===== src/rtl/buscaminas_vga_render.sv =====
// 640x480@60 VGA renderer for the 8x8 Minesweeper board. It snapshots the board once per frame
// and draws each pixel through a two-stage pipeline: cell lookup, then colour select.
module buscaminas_vga_render (
  input  logic                 clk,
  input  logic                 rst,
  input  logic [0:7][0:7][8:0] board_out,
  output logic                 hsync,
  output logic                 vsync,
  output logic                 blank_n,
  output logic [7:0]           vga_r,
  output logic [7:0]           vga_g,
  output logic [7:0]           vga_b,
  output logic                 frame_start
);

  localparam logic [9:0] H_VIS  = 10'd640;
  localparam logic [9:0] H_SYN0 = 10'd656;
  localparam logic [9:0] H_SYN1 = 10'd751;
  localparam logic [9:0] H_LAST = 10'd799;
  localparam logic [9:0] V_VIS  = 10'd480;
  localparam logic [9:0] V_SYN0 = 10'd490;
  localparam logic [9:0] V_SYN1 = 10'd491;
  localparam logic [9:0] V_LAST = 10'd524;
  localparam logic [9:0] BX0    = 10'd128;
  localparam logic [9:0] BX1    = 10'd511;
  localparam logic [9:0] BY0    = 10'd48;
  localparam logic [9:0] BY1    = 10'd431;
  localparam logic [5:0] C_LAST = 6'd47;

  localparam logic [23:0] COL_BG     = 24'h202040;
  localparam logic [23:0] COL_GRID   = 24'h404040;
  localparam logic [23:0] COL_CURSOR = 24'hFFFF00;
  localparam logic [23:0] COL_RED    = 24'hFF0000;
  localparam logic [23:0] COL_OPEN   = 24'hC0C0C0;
  localparam logic [23:0] COL_HIDDEN = 24'h808080;
  localparam logic [23:0] COL_BLACK  = 24'h000000;

  logic [9:0] hc_q, hc_d, vc_q, vc_d;
  logic [5:0] ox_q, ox_d, oy_q, oy_d;
  logic [2:0] col_q, col_d, row_q, row_d;
  logic       eol;
  logic       snap_load;
  logic [0:7][0:7][8:0] snap_q;
  logic       fs_q;

  logic       s1_vis_q, s1_hs_q, s1_vs_q, s1_board_q;
  logic [5:0] s1_ox_q, s1_oy_q;
  logic [8:0] s1_cell_q;
  logic       s1_vis_d, s1_hs_d, s1_vs_d, s1_board_d;

  logic       hs_q, vs_q, blank_q;
  logic [23:0] rgb_q, rgb_d;

  always_comb begin
    eol  = (hc_q == H_LAST);
    hc_d = hc_q + 10'd1;
    vc_d = vc_q;
    if (eol) begin
      hc_d = '0;
      vc_d = (vc_q == V_LAST) ? '0 : vc_q + 10'd1;
    end
  end

  // Cell sub-counters track the value held in hc_q/vc_q, so they are reloaded from the next count.
  always_comb begin
    ox_d  = ox_q + 6'd1;
    col_d = col_q;
    if (hc_d == BX0) begin
      ox_d  = '0;
      col_d = '0;
    end else if (ox_q == C_LAST) begin
      ox_d  = '0;
      col_d = col_q + 3'd1;
    end
    oy_d  = oy_q;
    row_d = row_q;
    if (eol) begin
      if (vc_d == BY0) begin
        oy_d  = '0;
        row_d = '0;
      end else if (oy_q == C_LAST) begin
        oy_d  = '0;
        row_d = row_q + 3'd1;
      end else begin
        oy_d = oy_q + 6'd1;
      end
    end
  end

  assign snap_load = (hc_d == 10'd0) && (vc_d == V_VIS);

  always_ff @(posedge clk) begin
    if (!rst) begin
      hc_q   <= '0;
      vc_q   <= '0;
      ox_q   <= '0;
      oy_q   <= '0;
      col_q  <= '0;
      row_q  <= '0;
      snap_q <= '0;
      fs_q   <= 1'b0;
    end else begin
      hc_q  <= hc_d;
      vc_q  <= vc_d;
      ox_q  <= ox_d;
      oy_q  <= oy_d;
      col_q <= col_d;
      row_q <= row_d;
      fs_q  <= snap_load;
      if (snap_load) snap_q <= board_out;
    end
  end

  always_comb begin
    s1_vis_d   = (hc_q < H_VIS) && (vc_q < V_VIS);
    s1_hs_d    = !((hc_q >= H_SYN0) && (hc_q <= H_SYN1));
    s1_vs_d    = !((vc_q >= V_SYN0) && (vc_q <= V_SYN1));
    s1_board_d = (hc_q >= BX0) && (hc_q <= BX1) && (vc_q >= BY0) && (vc_q <= BY1);
  end

  always_ff @(posedge clk) begin
    if (!rst) begin
      s1_vis_q   <= 1'b0;
      s1_hs_q    <= 1'b1;
      s1_vs_q    <= 1'b1;
      s1_board_q <= 1'b0;
      s1_ox_q    <= '0;
      s1_oy_q    <= '0;
      s1_cell_q  <= '0;
    end else begin
      s1_vis_q   <= s1_vis_d;
      s1_hs_q    <= s1_hs_d;
      s1_vs_q    <= s1_vs_d;
      s1_board_q <= s1_board_d;
      s1_ox_q    <= ox_q;
      s1_oy_q    <= oy_q;
      s1_cell_q  <= snap_q[row_q][col_q];
    end
  end

  // 5x7 digit rows, row 0 on top, bit 4 is the leftmost column.
  function automatic logic [4:0] font_row(input logic [3:0] d, input logic [2:0] r);
    logic [34:0] g;
    case (d)
      4'd1:    g = {5'b00100, 5'b01100, 5'b00100, 5'b00100, 5'b00100, 5'b00100, 5'b01110};
      4'd2:    g = {5'b01110, 5'b10001, 5'b00001, 5'b00010, 5'b00100, 5'b01000, 5'b11111};
      4'd3:    g = {5'b11111, 5'b00010, 5'b00100, 5'b00010, 5'b00001, 5'b10001, 5'b01110};
      4'd4:    g = {5'b00010, 5'b00110, 5'b01010, 5'b10010, 5'b11111, 5'b00010, 5'b00010};
      4'd5:    g = {5'b11111, 5'b10000, 5'b11110, 5'b00001, 5'b00001, 5'b10001, 5'b01110};
      4'd6:    g = {5'b00110, 5'b01000, 5'b10000, 5'b11110, 5'b10001, 5'b10001, 5'b01110};
      4'd7:    g = {5'b11111, 5'b00001, 5'b00010, 5'b00100, 5'b01000, 5'b01000, 5'b01000};
      4'd8:    g = {5'b01110, 5'b10001, 5'b10001, 5'b01110, 5'b10001, 5'b10001, 5'b01110};
      default: g = '0;
    endcase
    case (r)
      3'd0:    font_row = g[34:30];
      3'd1:    font_row = g[29:25];
      3'd2:    font_row = g[24:20];
      3'd3:    font_row = g[19:15];
      3'd4:    font_row = g[14:10];
      3'd5:    font_row = g[9:5];
      3'd6:    font_row = g[4:0];
      default: font_row = '0;
    endcase
  endfunction

  function automatic logic is_ring(input logic [5:0] v);
    is_ring = (v == 6'd1) || (v == 6'd2) || (v == 6'd45) || (v == 6'd46);
  endfunction

  logic       c_bomb, c_rev, c_mark, c_cur, c_over;
  logic [3:0] c_cnt;
  logic       grid, ring, in_sq, glyph_win, glyph_on;
  logic [2:0] gx, gy;
  logic [7:0] gl_pad;

  always_comb begin
    c_cnt     = s1_cell_q[3:0];
    c_bomb    = s1_cell_q[4];
    c_rev     = s1_cell_q[5];
    c_mark    = s1_cell_q[6];
    c_cur     = s1_cell_q[7];
    c_over    = s1_cell_q[8];
    grid      = (s1_ox_q == 6'd0) || (s1_ox_q == C_LAST) || (s1_oy_q == 6'd0) || (s1_oy_q == C_LAST);
    ring      = is_ring(s1_ox_q) || is_ring(s1_oy_q);
    in_sq     = (s1_ox_q >= 6'd16) && (s1_ox_q <= 6'd31) && (s1_oy_q >= 6'd16) && (s1_oy_q <= 6'd31);
    glyph_win = (s1_ox_q >= 6'd14) && (s1_ox_q <= 6'd33) && (s1_oy_q >= 6'd10) && (s1_oy_q <= 6'd37)
                && (c_cnt >= 4'd1) && (c_cnt <= 4'd8);
    gx        = 3'((s1_ox_q - 6'd14) >> 2);
    gy        = 3'((s1_oy_q - 6'd10) >> 2);
    gl_pad    = {3'b000, font_row(c_cnt, gy)};
    glyph_on  = glyph_win && gl_pad[3'd4 - gx];

    rgb_d = 24'h0;
    if (s1_vis_q) begin
      if (!s1_board_q)                rgb_d = COL_BG;
      else if (grid)                  rgb_d = COL_GRID;
      else if (c_cur && ring)         rgb_d = COL_CURSOR;
      else if (c_bomb && (c_rev || c_over)) rgb_d = in_sq ? COL_BLACK : COL_RED;
      else if (c_rev)                 rgb_d = glyph_on ? COL_BLACK : COL_OPEN;
      else if (c_mark)                rgb_d = in_sq ? COL_RED : COL_HIDDEN;
      else                            rgb_d = COL_HIDDEN;
    end
  end

  always_ff @(posedge clk) begin
    if (!rst) begin
      hs_q    <= 1'b1;
      vs_q    <= 1'b1;
      blank_q <= 1'b0;
      rgb_q   <= '0;
    end else begin
      hs_q    <= s1_hs_q;
      vs_q    <= s1_vs_q;
      blank_q <= s1_vis_q;
      rgb_q   <= rgb_d;
    end
  end

  assign hsync       = hs_q;
  assign vsync       = vs_q;
  assign blank_n     = blank_q;
  assign vga_r       = rgb_q[23:16];
  assign vga_g       = rgb_q[15:8];
  assign vga_b       = rgb_q[7:0];
  assign frame_start = fs_q;

endmodule


===== config.mk =====
export PLATFORM = sky130hd
export DESIGN_NAME = buscaminas_vga_render
export DESIGN_NICKNAME = d
export VERILOG_FILES = /design/src/rtl/buscaminas_vga_render.sv
export SDC_FILE = /design/constraint.sdc
export NUM_CORES = 2
export LEC_CHECK = 0
export ABC_AREA = 1
export BUFFER_PORTS_ARGS = -buffer_cell sky130_fd_sc_hd__buf_2
export CAP_MARGIN = 15
export CORE_UTILIZATION = 55
export CTS_CLUSTER_SIZE = 14
export DETAILED_ROUTE_END_ITERATION = 16
export PLACE_DENSITY = 0.84
export SYNTH_ARGS = -nofsm -noshare
export SYNTH_HDL_FRONTEND = slang
export SYNTH_SLANG_ARGS = --single-unit

===== constraint.sdc =====
create_clock -name clk -period 4 [get_ports clk]
set_clock_uncertainty 0.2 [all_clocks]
set_input_delay 0.2 -clock clk [delete_from_list [all_inputs] [get_ports clk]]
set_output_delay 0.2 -clock clk [all_outputs]
set_load 0.02 [all_outputs]

==> results.cfg, run 1 <==
[synthesis]
synthCells = 4254
yosysTopAreaCellShare = 0.456
netlist_top_cells_area = dfxtp_1 (46%), nor2_1 (19%), o21ai_0 (15%), clkbuf_1 (3.0%), nand2_1 (2.9%)
synth_area_leader_cell = dfxtp_1
synthArstFlopShare = 0
synth-seq-cells = 683
synth_cell_type_count = 47
synth_area_per_cell_um2 = 7.06
netlist_area_mm2 = 0.0300
synth_edf_count = 0
synth_ff_type = dfxtp_1
ys_seq_area_frac = 0.456
yosys_warnings = 0

[placement]
hpwl_mm = 73.6
place_congestion = 1.02
placement.io_buffers = 599
placed_cell_area_mm2 = 0.0331
dp_cells = 5291

[global_route]
gr-usage-all-layers = 0.538
grt_pass1_vias = 39390
grt_max_degree = 249
grt_pass1_wl_mm = 228
grt_overflow_total = 5

[die]
die_y_um = 236
pin_count = 606
initial_core_util = 0.557
rows = 85
die_width_um = 236

[run_status]
firstError = [ERROR GRT-0116] Global routing finished with congestion. Check the congestion regions in the DRC Viewer.
status = aborted with a tool error
failed_stage = global routing (5_1_grt)

[cts]
clockRootBuffer = clkbuf_16
cts_hold_buf = 579
post_cts_buffers = 0
cts_sinks = 683
htreeDepth = 3
ctsResizeCount = 0
clk_path_buf_depth = 3
cts-buffers-inserted = 70
==> synth_stat cells (6+ instances only) <==
cell type,count
buf_6,56
buf_4,15
nand2_1,234
dfxtp_1,683
o22ai_1,87
clkbuf_1,237
nor3_1,13
nand3_1,147
xor2_1,13
nor4_1,8
ha_1,19
o21ai_0,904
o221ai_1,58
nand4_1,19
a21oi_1,28
o21ai_1,6
nor2_1,1538
o211ai_1,7
inv_1,100
buf_2,20
==> layer usage <==
metal	GRT overflow	track usage
met5	0	0.0485
met4	2	0.473
met3	0	0.277
met2	3	0.768
met1	0	0.580
==> stage by stage <==
| stage | utilization | worst slack [ps] |
|---|---|---|
| detailed placement | 0.613 | 402 |
| CTS | 0.765 | 127 |
| global placement | 0.613 | 521 |
| floorplan | - | 1030 |
==> cells by family after synthesis <==
logic type	synth area share
and+or+nand+nor	0.259
other	0.000125
buffers and inverters	0.0745
xor gates and xnor gates	0.00496
adders and majority gates	0.00792
DFF	0.456
AOI/OAI and AO/OA	0.198
==> inputs of run 2 (changes only) <==
Settings changed: CORE_UTILIZATION 55 to 40, CTS_CLUSTER_SIZE 14 to not set, PLACE_DENSITY 0.84 to not set, PLACE_DENSITY_LB_ADDON set to 0.15.
==> results.cfg, run 2 <==
[run_status]
status = finished, violations left
violations = design-rule violations

[cts]
clockRootBuffer = clkbuf_16
cts_tree = done
clk_latency_ps = 630
cts-buffers-inserted = 76
htreeDepth = 3
cts_sinks = 683
clk_pin_slew_ps = 60
clk_path_buf_depth = 3

[route]
antenna_left = 0
first_pass_iters = 12
wl_per_cell_um = 19.7
met2WireLength_mm = 58.6
drt_drc_violations_left = 2
top_layer_used = met4
m1WireLength_mm = 53.0
drt_iter0_drc = 2849
wl_met3_mm = 7.94
viasPerCell = 5.32
vias = 33834
routed_wl_mm = 126

[worst_setup_path]
cpLargestDelayFamily = simple AND/OR/NAND/NOR gates
cp_slowest_cell = buf_4
path_cells = ha_1 > nand2_2 > nor2_4 > inv_2 > nor3_4 > inv_2 > buf_4 > nand2_1 > inv_1 > nor2_2 > nor2_1 > nand2_1 > nor2_4 > nand2_8 > buf_12 > buf_4 > o21ai_0 > nor2_1
cp_num_buf_inv = 6
endpoint_kind = register
worst-endpoint-arrival_ps = 3930
slowest_delay_ps = 470
cp-start-kind = register
path_class = reg2reg
path_max_fanout = 67
crit_required_ps = 4340

[synthesis]
synth_ff_type = dfxtp_1
synthAdderAreaFrac = 0.00792
ys_seq_area_frac = 0.456
synthCells = 4254
synth_common_cells = nor2_1 (1538), o21ai_0 (904), dfxtp_1 (683), clkbuf_1 (237), nand2_1 (234)
netlist_area_mm2 = 0.0300
synth_area_per_cell_um2 = 7.06
synth-seq-cells = 683
netlist_top_cells_area = dfxtp_1 (46%), nor2_1 (19%), o21ai_0 (15%), clkbuf_1 (3.0%), nand2_1 (2.9%)
synth_top_family_by_area = simple AND/OR/NAND/NOR gates
synth_cell_type_count = 47
yosys_warnings = 0
post_synth_xor_area_fraction = 0.00496
synth.area.mux_share = 0
synthSimpleGateAreaFrac = 0.259
synth-compound-area-share = 0.198
synth_edf_count = 0
yosysTopAreaCellShare = 0.456
synth_area_leader_cell = dfxtp_1
yosysMostFrequentCell = nor2_1
synthArstFlopShare = 0

[global_route]
grt_max_degree = 232
gr-usage-all-layers = 0.317
antenna_found_initial = 23
grt_overflow_total = 0
grt_pass1_wl_mm = 185
grt_pass1_vias = 32008

[worst_hold_path]
holdCritPathClass = in2reg

[sta]
fin_crit_sh = 0.896
drv_slew = 0
finalSetupViolCount = 0
post-route-min-period_ps = 3580
finalSetupTns_ps = 0
rsz0062_at_grt = no
clock.fmax_mhz = 279
slew-limit-headroom = 0.316
tightest_slew_ps = 1020
finalHoldViolCount = 0

[die]
die_width_um = 276
rows = 100
initial_core_util = 0.404
die_y_um = 276
core-area_mm2 = 0.0743
pin_count = 606
die-area_mm2 = 0.0761

[finish]
drive_gt1_frac = 0.155
mostFrequentLayoutCell = nor2_1
fillers = 6901
areaGrowthSynthToFinish_pct = 40.9
stdcell_count = 6364
num-nets-final = 5915
layout_common_cells = nor2_1 (1535), o21ai_0 (900), dfxtp_1 (680)
largest_reg_flops = 576
largest-register = snap_q

[power_and_ir_drop]
power_density_mw_per_mm2 = 358
p_leak_nw = 17.5
p_total_mw = 15.2
vdd_drop_max_mv = 0.246

[placement]
hpwl_mm = 83.7
place_congestion = 0.961
dp_cells = 5579
placement.io_buffers = 599

[job]
maxCapViolCount = 0
## run 2: cell counts after synthesis
Identical to the previous run, type by type.
## run 2: power by group
part	internal (mW)	total (mW)	switching (mW)
sequential	6.81	6.82	0.00697
combinational	0.683	1.16	0.474
clock	4.26	7.18	2.92
total	11.8	15.2	3.40
## run 2: cell type report
| class | instances | area [um2] | share of cell area |
|---|---|---|---|
| Clock inverter | 21 | 315 | 0.00745 |
| Antenna cell | 23 | 57.6 | 0.00136 |
| Timing Repair Buffer | 1320 | 10300 | 0.242 |
| Tap cell | 969 | 1210 | 0.0287 |
| Multi-Input combinational cell | 3130 | 14100 | 0.334 |
| Clock buffer | 111 | 2200 | 0.0519 |
| Sequential cell | 683 | 13700 | 0.324 |
| Inverter | 107 | 432 | 0.0102 |
## run 2: metal layers
| layer | vias to the layer above | GRT usage |
|---|---|---|
| met5 | - | 0 |
| li1 | 16190 | - |
| met1 | 15883 | 0.411 |
| met2 | 1438 | 0.515 |
| met4 | 0 | 0.158 |
| met3 | 323 | 0.0447 |
## run 2: kinds of logic after synthesis
family / after synthesis
simple gates: 1978
compound gates: 1110
flops: 683
buf+inv: 446
fa+ha+maj: 19
xor+xnor: 17
other cells: 1
## run 2: path summary, 6_finish.rpt
path | from | to | slack [ps] | cells after the start
worst max-delay path | hc_q[0] | snap_q[271] | 420 | 18
worst min-delay path | board_out[100] | snap_q[100] | 170 | 4
worst max register to register | hc_q[0] | snap_q[271] | 420 | 18
worst min register to register | s1_hs_q | hsync | 210 | 1
## run 2: worst min-delay path: stages
cell	delay, ps
dlygate4sd3_1	510
buf_2	90
o21ai_0	70
nor2_1	80
## run 2: timing repair
action                                  CTS  global route
hold endpoints to repair                588             0
setup buffers                             0             3
hold buffers                            628             0
endpoints found under the setup margin    0            25
resized for setup                         0             8
## run 2: through the flow
stage,hold WS [ps],setup slack [ps],utilization,instance area [um2]
after global placement,202,488,0.450,33400
after CTS,134,91.4,0.568,42200
after global routing,166,110,0.569,42300
after detailed placement,204,430,0.450,33400
final,167,417,0.569,42300
after floorplan,149,1030,-,30000
No activity file was read; power rests on OpenSTA's default activity.
